[config.mk]
export PLATFORM = sky130hd
export DESIGN_NAME = pipe_hazard_ctrl_flat
export DESIGN_NICKNAME = d
export VERILOG_FILES = /design/src/rtl/pipe_hazard_ctrl_pkg.sv /design/src/rtl/pipe_hazard_ctrl_if.sv /design/src/rtl/pipe_hazard_ctrl_scoreboard.sv /design/src/rtl/pipe_hazard_ctrl.sv /design/src/flat_wrapper.sv
export SDC_FILE = /design/constraint.sdc
export NUM_CORES = 1
export LEC_CHECK = 0
export ABC_AREA = 1
export CAP_MARGIN = 40
export CORE_AREA = 8 8 73 75
export CTS_BUF_LIST = sky130_fd_sc_hd__clkbuf_4 sky130_fd_sc_hd__clkbuf_8
export CTS_CLUSTER_SIZE = 30
export DETAILED_ROUTE_END_ITERATION = 7
export DIE_AREA = 0 0 81 83
export GPL_TIMING_DRIVEN = 1
export PLACE_DENSITY = 0.76
export RECOVER_POWER = 50
export SLEW_MARGIN = 20
export SYNTH_ARGS = -nofsm -noshare
export SYNTH_HDL_FRONTEND = slang
export SYNTH_HIERARCHICAL = 1
export SYNTH_SLANG_ARGS = --single-unit
[constraint.sdc]
create_clock -name clk -period 1.7 [get_ports clk]
set_clock_uncertainty 0.2 [all_clocks]
set_input_delay 0.17 -clock clk [delete_from_list [all_inputs] [get_ports clk]]
set_output_delay 0.17 -clock clk [all_outputs]
set_load 0.02 [all_outputs]
[src/rtl/pipe_hazard_ctrl_pkg.sv]
// pipe_pkg: shared constants, scoreboard entry type and match helper for the
// pipeline hazard controller.
package pipe_pkg;

    localparam int SB_ADDR_W = 4;

    localparam logic [1:0] PCSEL_SEQ   = 2'b00;
    localparam logic [1:0] FWD_REGFILE = 2'b00;
    localparam logic [1:0] FWD_MEM     = 2'b01;
    localparam logic [1:0] FWD_WB      = 2'b10;

    typedef struct packed {
        logic                 valid;
        logic [SB_ADDR_W-1:0] dAddr;
        logic                 isLoad;
    } sb_entry_t;

    function automatic logic sb_match(input sb_entry_t e, input logic use_src,
                                      input logic [SB_ADDR_W-1:0] addr);
        return use_src && e.valid && (e.dAddr == addr);
    endfunction

endpackage

[src/rtl/pipe_hazard_ctrl_if.sv]
// Decoder/EX-side signal bundle of the hazard controller; the controller
// uses the slave modport, the decoder/datapath side the master modport.
interface pipe_hazard_ctrl_if #(
    parameter int REG_ADDR_W = 4,
    parameter int CNT_W      = 16
);
    logic                  id_valid;
    logic [REG_ADDR_W-1:0] id_s1RegAddr;
    logic [REG_ADDR_W-1:0] id_s2RegAddr;
    logic                  id_useS1;
    logic                  id_useS2;
    logic [REG_ADDR_W-1:0] id_dRegAddr;
    logic                  id_regFileWrtEn;
    logic                  id_isLoad;
    logic [1:0]            ex_pcSel;
    logic                  stall;
    logic                  flush_if;
    logic                  flush_id;
    logic                  ex_valid;
    logic [1:0]            fwd_s1Sel;
    logic [1:0]            fwd_s2Sel;
    logic [CNT_W-1:0]      stall_count;

    modport master (
        output id_valid, id_s1RegAddr, id_s2RegAddr, id_useS1, id_useS2,
               id_dRegAddr, id_regFileWrtEn, id_isLoad, ex_pcSel,
        input  stall, flush_if, flush_id, ex_valid, fwd_s1Sel, fwd_s2Sel,
               stall_count
    );

    modport slave (
        input  id_valid, id_s1RegAddr, id_s2RegAddr, id_useS1, id_useS2,
               id_dRegAddr, id_regFileWrtEn, id_isLoad, ex_pcSel,
        output stall, flush_if, flush_id, ex_valid, fwd_s1Sel, fwd_s2Sel,
               stall_count
    );
endinterface

[src/rtl/pipe_hazard_ctrl_scoreboard.sv]
// pipe_scoreboard: EX/MEM/WB shift register of in-flight register writes and
// per-source match vectors (bit 0 = EX, 1 = MEM, 2 = WB).
module pipe_scoreboard
    import pipe_pkg::*;
#(
    parameter int REG_ADDR_W = 4
) (
    input  logic                  clk,
    input  logic                  reset,
    input  logic                  i_load,
    input  logic [REG_ADDR_W-1:0] i_dAddr,
    input  logic                  i_isLoad,
    input  logic                  i_useS1,
    input  logic [REG_ADDR_W-1:0] i_s1Addr,
    input  logic                  i_useS2,
    input  logic [REG_ADDR_W-1:0] i_s2Addr,
    output logic [2:0]            o_s1_match,
    output logic [2:0]            o_s2_match,
    output logic                  o_ex_isLoad
);

    sb_entry_t r_ex, r_mem, r_wb;

    // Only the valid bits need reset; address/isLoad are qualified by valid.
    always_ff @(posedge clk) begin
        r_ex  <= '{valid: i_load, dAddr: SB_ADDR_W'(i_dAddr), isLoad: i_isLoad};
        r_mem <= r_ex;
        r_wb  <= r_mem;
        if (reset) begin
            r_ex.valid  <= 1'b0;
            r_mem.valid <= 1'b0;
            r_wb.valid  <= 1'b0;
        end
    end

    assign o_s1_match = {sb_match(r_wb,  i_useS1, SB_ADDR_W'(i_s1Addr)),
                         sb_match(r_mem, i_useS1, SB_ADDR_W'(i_s1Addr)),
                         sb_match(r_ex,  i_useS1, SB_ADDR_W'(i_s1Addr))};
    assign o_s2_match = {sb_match(r_wb,  i_useS2, SB_ADDR_W'(i_s2Addr)),
                         sb_match(r_mem, i_useS2, SB_ADDR_W'(i_s2Addr)),
                         sb_match(r_ex,  i_useS2, SB_ADDR_W'(i_s2Addr))};
    assign o_ex_isLoad = r_ex.isLoad;

endmodule

[src/rtl/pipe_hazard_ctrl.sv]
// pipe_hazard_ctrl: stall/flush/forwarding control for the 5-stage pipeline.
// Optional feature macro: PIPE_HAZARD_FORWARD_EN (operand forwarding).
module pipe_hazard_ctrl
    import pipe_pkg::*;
#(
    parameter int REG_ADDR_W = 4,
    parameter int CNT_W      = 16
) (
    input logic              clk,
    input logic              reset,
    pipe_hazard_ctrl_if.slave bus
);

    logic [2:0]       w_s1_match;
    logic [2:0]       w_s2_match;
    logic             w_ex_isLoad;
    logic             w_redirect;
    logic             w_hazard;
    logic             w_stall;
    logic             w_advance;
    logic             w_unused;
    logic             r_ex_valid;
    logic [CNT_W-1:0] r_stall_count;

    pipe_scoreboard #(.REG_ADDR_W(REG_ADDR_W)) u_sb (
        .clk         (clk),
        .reset       (reset),
        .i_load      (w_advance && bus.id_regFileWrtEn),
        .i_dAddr     (bus.id_dRegAddr),
        .i_isLoad    (bus.id_isLoad),
        .i_useS1     (bus.id_useS1),
        .i_s1Addr    (bus.id_s1RegAddr),
        .i_useS2     (bus.id_useS2),
        .i_s2Addr    (bus.id_s2RegAddr),
        .o_s1_match  (w_s1_match),
        .o_s2_match  (w_s2_match),
        .o_ex_isLoad (w_ex_isLoad)
    );

    assign w_redirect = r_ex_valid && (bus.ex_pcSel != PCSEL_SEQ);

`ifdef PIPE_HAZARD_FORWARD_EN
    logic [1:0] r_fwd_s1, r_fwd_s2;

    // Youngest producer wins; a load in EX never reaches here because it stalls.
    function automatic logic [1:0] pick_fwd(input logic [1:0] m, input logic ex_is_load);
        if (m[0] && !ex_is_load) return FWD_MEM;
        if (m[1])                return FWD_WB;
        return FWD_REGFILE;
    endfunction

    assign w_hazard = bus.id_valid && w_ex_isLoad && (w_s1_match[0] || w_s2_match[0]);

    always_ff @(posedge clk) begin
        if (reset) begin
            r_fwd_s1 <= FWD_REGFILE;
            r_fwd_s2 <= FWD_REGFILE;
        end else if (w_advance) begin
            r_fwd_s1 <= pick_fwd(w_s1_match[1:0], w_ex_isLoad);
            r_fwd_s2 <= pick_fwd(w_s2_match[1:0], w_ex_isLoad);
        end else begin
            r_fwd_s1 <= FWD_REGFILE;
            r_fwd_s2 <= FWD_REGFILE;
        end
    end

    assign bus.fwd_s1Sel = r_fwd_s1;
    assign bus.fwd_s2Sel = r_fwd_s2;
    assign w_unused      = ^{w_s1_match[2], w_s2_match[2]};
`else
    // Without forwarding, wait until the producer has left MEM (WB is write-before-read).
    assign w_hazard = bus.id_valid && ((|w_s1_match[1:0]) || (|w_s2_match[1:0]));

    assign bus.fwd_s1Sel = FWD_REGFILE;
    assign bus.fwd_s2Sel = FWD_REGFILE;
    assign w_unused      = ^{w_s1_match[2], w_s2_match[2], w_ex_isLoad};
`endif

    assign w_stall   = w_hazard && !w_redirect;
    assign w_advance = bus.id_valid && !w_stall && !w_redirect;

    always_ff @(posedge clk) begin
        if (reset) begin
            r_ex_valid    <= 1'b0;
            r_stall_count <= '0;
        end else begin
            r_ex_valid <= w_advance;
            if (w_stall && (r_stall_count != '1)) begin
                r_stall_count <= r_stall_count + 1'b1;
            end
        end
    end

    assign bus.stall       = w_stall;
    assign bus.flush_if    = w_redirect;
    assign bus.flush_id    = w_redirect;
    assign bus.ex_valid    = r_ex_valid;
    assign bus.stall_count = r_stall_count;

endmodule
[src/flat_wrapper.sv]
// flat-port wrapper written by rule: the top's interface ports become plain ports
module pipe_hazard_ctrl_flat import pipe_pkg::*;
#(
    parameter int REG_ADDR_W = 4,
    parameter int CNT_W      = 16
)
  (clk, reset, bus_id_valid, bus_id_s1RegAddr, bus_id_s2RegAddr, bus_id_useS1, bus_id_useS2, bus_id_dRegAddr, bus_id_regFileWrtEn, bus_id_isLoad, bus_ex_pcSel, bus_stall, bus_flush_if, bus_flush_id, bus_ex_valid, bus_fwd_s1Sel, bus_fwd_s2Sel, bus_stall_count);
  pipe_hazard_ctrl_if #(.REG_ADDR_W(REG_ADDR_W), .CNT_W(CNT_W)) bus_i ();
  input logic clk;
  input logic reset;
  input wire logic [$bits(bus_i.id_valid)-1:0] bus_id_valid;
  input wire logic [$bits(bus_i.id_s1RegAddr)-1:0] bus_id_s1RegAddr;
  input wire logic [$bits(bus_i.id_s2RegAddr)-1:0] bus_id_s2RegAddr;
  input wire logic [$bits(bus_i.id_useS1)-1:0] bus_id_useS1;
  input wire logic [$bits(bus_i.id_useS2)-1:0] bus_id_useS2;
  input wire logic [$bits(bus_i.id_dRegAddr)-1:0] bus_id_dRegAddr;
  input wire logic [$bits(bus_i.id_regFileWrtEn)-1:0] bus_id_regFileWrtEn;
  input wire logic [$bits(bus_i.id_isLoad)-1:0] bus_id_isLoad;
  input wire logic [$bits(bus_i.ex_pcSel)-1:0] bus_ex_pcSel;
  output wire logic [$bits(bus_i.stall)-1:0] bus_stall;
  output wire logic [$bits(bus_i.flush_if)-1:0] bus_flush_if;
  output wire logic [$bits(bus_i.flush_id)-1:0] bus_flush_id;
  output wire logic [$bits(bus_i.ex_valid)-1:0] bus_ex_valid;
  output wire logic [$bits(bus_i.fwd_s1Sel)-1:0] bus_fwd_s1Sel;
  output wire logic [$bits(bus_i.fwd_s2Sel)-1:0] bus_fwd_s2Sel;
  output wire logic [$bits(bus_i.stall_count)-1:0] bus_stall_count;
  assign bus_i.id_valid = bus_id_valid;
  assign bus_i.id_s1RegAddr = bus_id_s1RegAddr;
  assign bus_i.id_s2RegAddr = bus_id_s2RegAddr;
  assign bus_i.id_useS1 = bus_id_useS1;
  assign bus_i.id_useS2 = bus_id_useS2;
  assign bus_i.id_dRegAddr = bus_id_dRegAddr;
  assign bus_i.id_regFileWrtEn = bus_id_regFileWrtEn;
  assign bus_i.id_isLoad = bus_id_isLoad;
  assign bus_i.ex_pcSel = bus_ex_pcSel;
  assign bus_stall = bus_i.stall;
  assign bus_flush_if = bus_i.flush_if;
  assign bus_flush_id = bus_i.flush_id;
  assign bus_ex_valid = bus_i.ex_valid;
  assign bus_fwd_s1Sel = bus_i.fwd_s1Sel;
  assign bus_fwd_s2Sel = bus_i.fwd_s2Sel;
  assign bus_stall_count = bus_i.stall_count;
  pipe_hazard_ctrl #(.REG_ADDR_W(REG_ADDR_W), .CNT_W(CNT_W)) u_core (.clk(clk), .reset(reset), .bus(bus_i));
endmodule
==> impl_metrics.py <==
metrics = {
    "route": {
        "wl_met1_um": 1760,
        "wl_met3_um": 254,
        "drtIter0Drc": 48,
        "ant_nets": 0,
        "drc": 0,
        "met2_length_um": 2070,
        "vias_per_cell": 4.61,
        "top_layer_used": "met4",
        "totalWireLength_um": 4140,
        "dr_total_vias": 1668,
        "post_drt_wl_per_cell_um": 11.4,
        "drtPass1Iterations": 4,
    },
    "worst_setup_path": {
        "cp.arrival_ps": 1890,
        "crit_chain": "inv_2, a21oi_2, nand3_2, nor2_1, nor2_1, nand2_1, buf_6, nand3_4, nor2_4, buf_6, nand2_1, a21oi_1",
        "cp.required_ps": 1700,
        "slowest_stage": "dfxtp_2",
        "startpoint_type": "register",
        "path_class": "reg -> reg",
        "max_stage_delay_ps": 360,
        "end_kind": "register",
        "worstPathMaxFanout": 7,
    },
    "logic_synthesis": {
        "syn_area_per_cell_um2": 6.18,
        "netlist_instances": 255,
        "synthesis.area_um2": 1580,
        "ys.warnings.count": 6,
    },
    "die": {
        "io_pins": 45,
        "die_y_um": 83,
        "start_util": 0.375,
        "die-area_um2": 6720,
        "core_region_area_um2": 4200,
        "num_rows": 24,
        "chipWidth_um": 81,
    },
    "timing": {
        "post-route-min-period_ps": 1890,
        "max_freq_mhz": 530,
        "finalWorstSetupSlack_ps": -188,
        "post-route-period-util": 1.11,
        "setup-violations-final": 17,
        "hold_viol_final": 0,
        "slew_viol_final": 0,
        "rsz0062_at_grt": "yes",
    },
    "pwr": {
        "pwr-share-seq": 0.551,
        "clkPwrFrac": 0.310,
        "peakVddDrop_uv": 299,
        "power.leakage_uw": 0.00111,
        "p_int_uw": 906,
        "switching_share": 0.242,
        "p_comb_frac": 0.139,
        "power_density_nw_per_um2": 516,
        "p_sw_uw": 289,
        "power_uw": 1200,
    },
    "cells_and_area": {
        "drive_gt1_frac": 0.258,
        "final_cell_mix": "nand2_1, nor2_1, inv_1, dlygate4sd2_1, dfxtp_1",
        "final_nets": 333,
        "postLayoutCoreUtil": 0.551,
        "syn2layout_area_growth_pct": 47.0,
        "antenna_cells": 0,
        "mostFrequentLayoutCell": "nand2_1",
    },
    "clock_tree": {
        "holdBufCountCts": 0,
        "path_clk_slew_ps": 90,
        "cts_made_buffers": 3,
        "insertion_delay_ps": 260,
        "cts_tree": "built",
        "cts_max_level": 1,
        "cts_max_path_buffers": 2,
        "cts.sinks": 27,
        "ctsRootBufferMaster": "clkbuf_8",
    },
    "run_status": {
        "violations": "setup timing",
        "status": "complete, but fails checks",
    },
    "grt": {
        "grt_max_degree": 15,
        "grt_pass1_vias": 1639,
        "antenna_found_initial": 0,
        "grt_pass1_wl_um": 6620,
        "grt.overflow.total": 0,
        "track_usage": 0.116,
    },
    "place": {
        "place_congestion": 0.829,
        "dp.final_hpwl_um": 3090,
        "io_buffers": 39,
    },
    "job": {
        "maxCapViolations": 0,
    },
    "min_path": {
        "hold_class": "reg -> reg",
    },
}
power by group through the flow:
stage / Sequential (uW) / Combinational (uW) / Clock, uW
final: 658 / 166 / 371
after floorplan: 672 / 79.7 / 0
after global routing: 661 / 184 / 415
after detailed placement: 671 / 160 / 0
after global placement: 671 / 159 / 0
after CTS: 657 / 157 / 385
per-layer routing:
layer | track usage | up-vias
met5 | 0 | -
met4 | 0.0423 | 0
met3 | 0.0291 | 6
met2 | 0.206 | 35
met1 | 0.126 | 744
li1 | - | 883
sequential cells by signal, indices dropped and copies added, names as in the netlist:
signal / cells
u_core/bus.stall_count: 16
u_core/u_sb/r_ex: 5
u_core/u_sb/r_mem: 5
u_core/bus.ex_valid: 1
critical path, delay by kind of cell, from the launching register on:
family	cells	cell delay [ps]
simple gates	7	710
flops	1	360
buf+inv	3	300
compound gates	2	250
worst paths after layout:
check | cells past startpoint | to | startpoint | slack (ps)
worst max-delay path | 12 | u_core/bus.stall_count[5]$_SDFFE_PP0P_ | u_core/u_sb/r_mem[4]$_DFF_P_ | -190
worst min-delay path | 0 | u_core/u_sb/r_mem[4]$_DFF_P_ | u_core/u_sb/r_ex[4]$_DFF_P_ | 190
worst max register to register | 12 | u_core/bus.stall_count[5]$_SDFFE_PP0P_ | u_core/u_sb/r_mem[4]$_DFF_P_ | -190
worst min register to register | 0 | u_core/u_sb/r_mem[4]$_DFF_P_ | u_core/u_sb/r_ex[4]$_DFF_P_ | 190
metrics by stage:
step	setup TNS [ps]	hold slack, ps	cells	setup slack (ps)	area, um^2
after floorplan	0	-2.28	258	4.06	1590
after global placement	-8610	161	357	-693	2100
after detailed placement	-9300	161	357	-709	2100
after CTS	-2020	140	361	-173	2230
after global routing	-5040	195	362	-349	2320
final	-2350	185	362	-188	2320
final cells by class:
class / count / area (um^2)
inverters: 35 / 131
fillers: 411 / 1890
flip-flops and latches: 27 / 552
repair buffers: 55 / 515
multi-input cells: 189 / 1000
clock buffers: 4 / 48.8
well taps: 52 / 65.1
repair_timing:
item,in CTS,in global routing
setup endpoints to repair,28,23
endpoints found under the hold margin,0,0
pin swaps,12,12
resized for setup,56,28
setup buffers,0,1
Power figures use the tool's default switching activity.
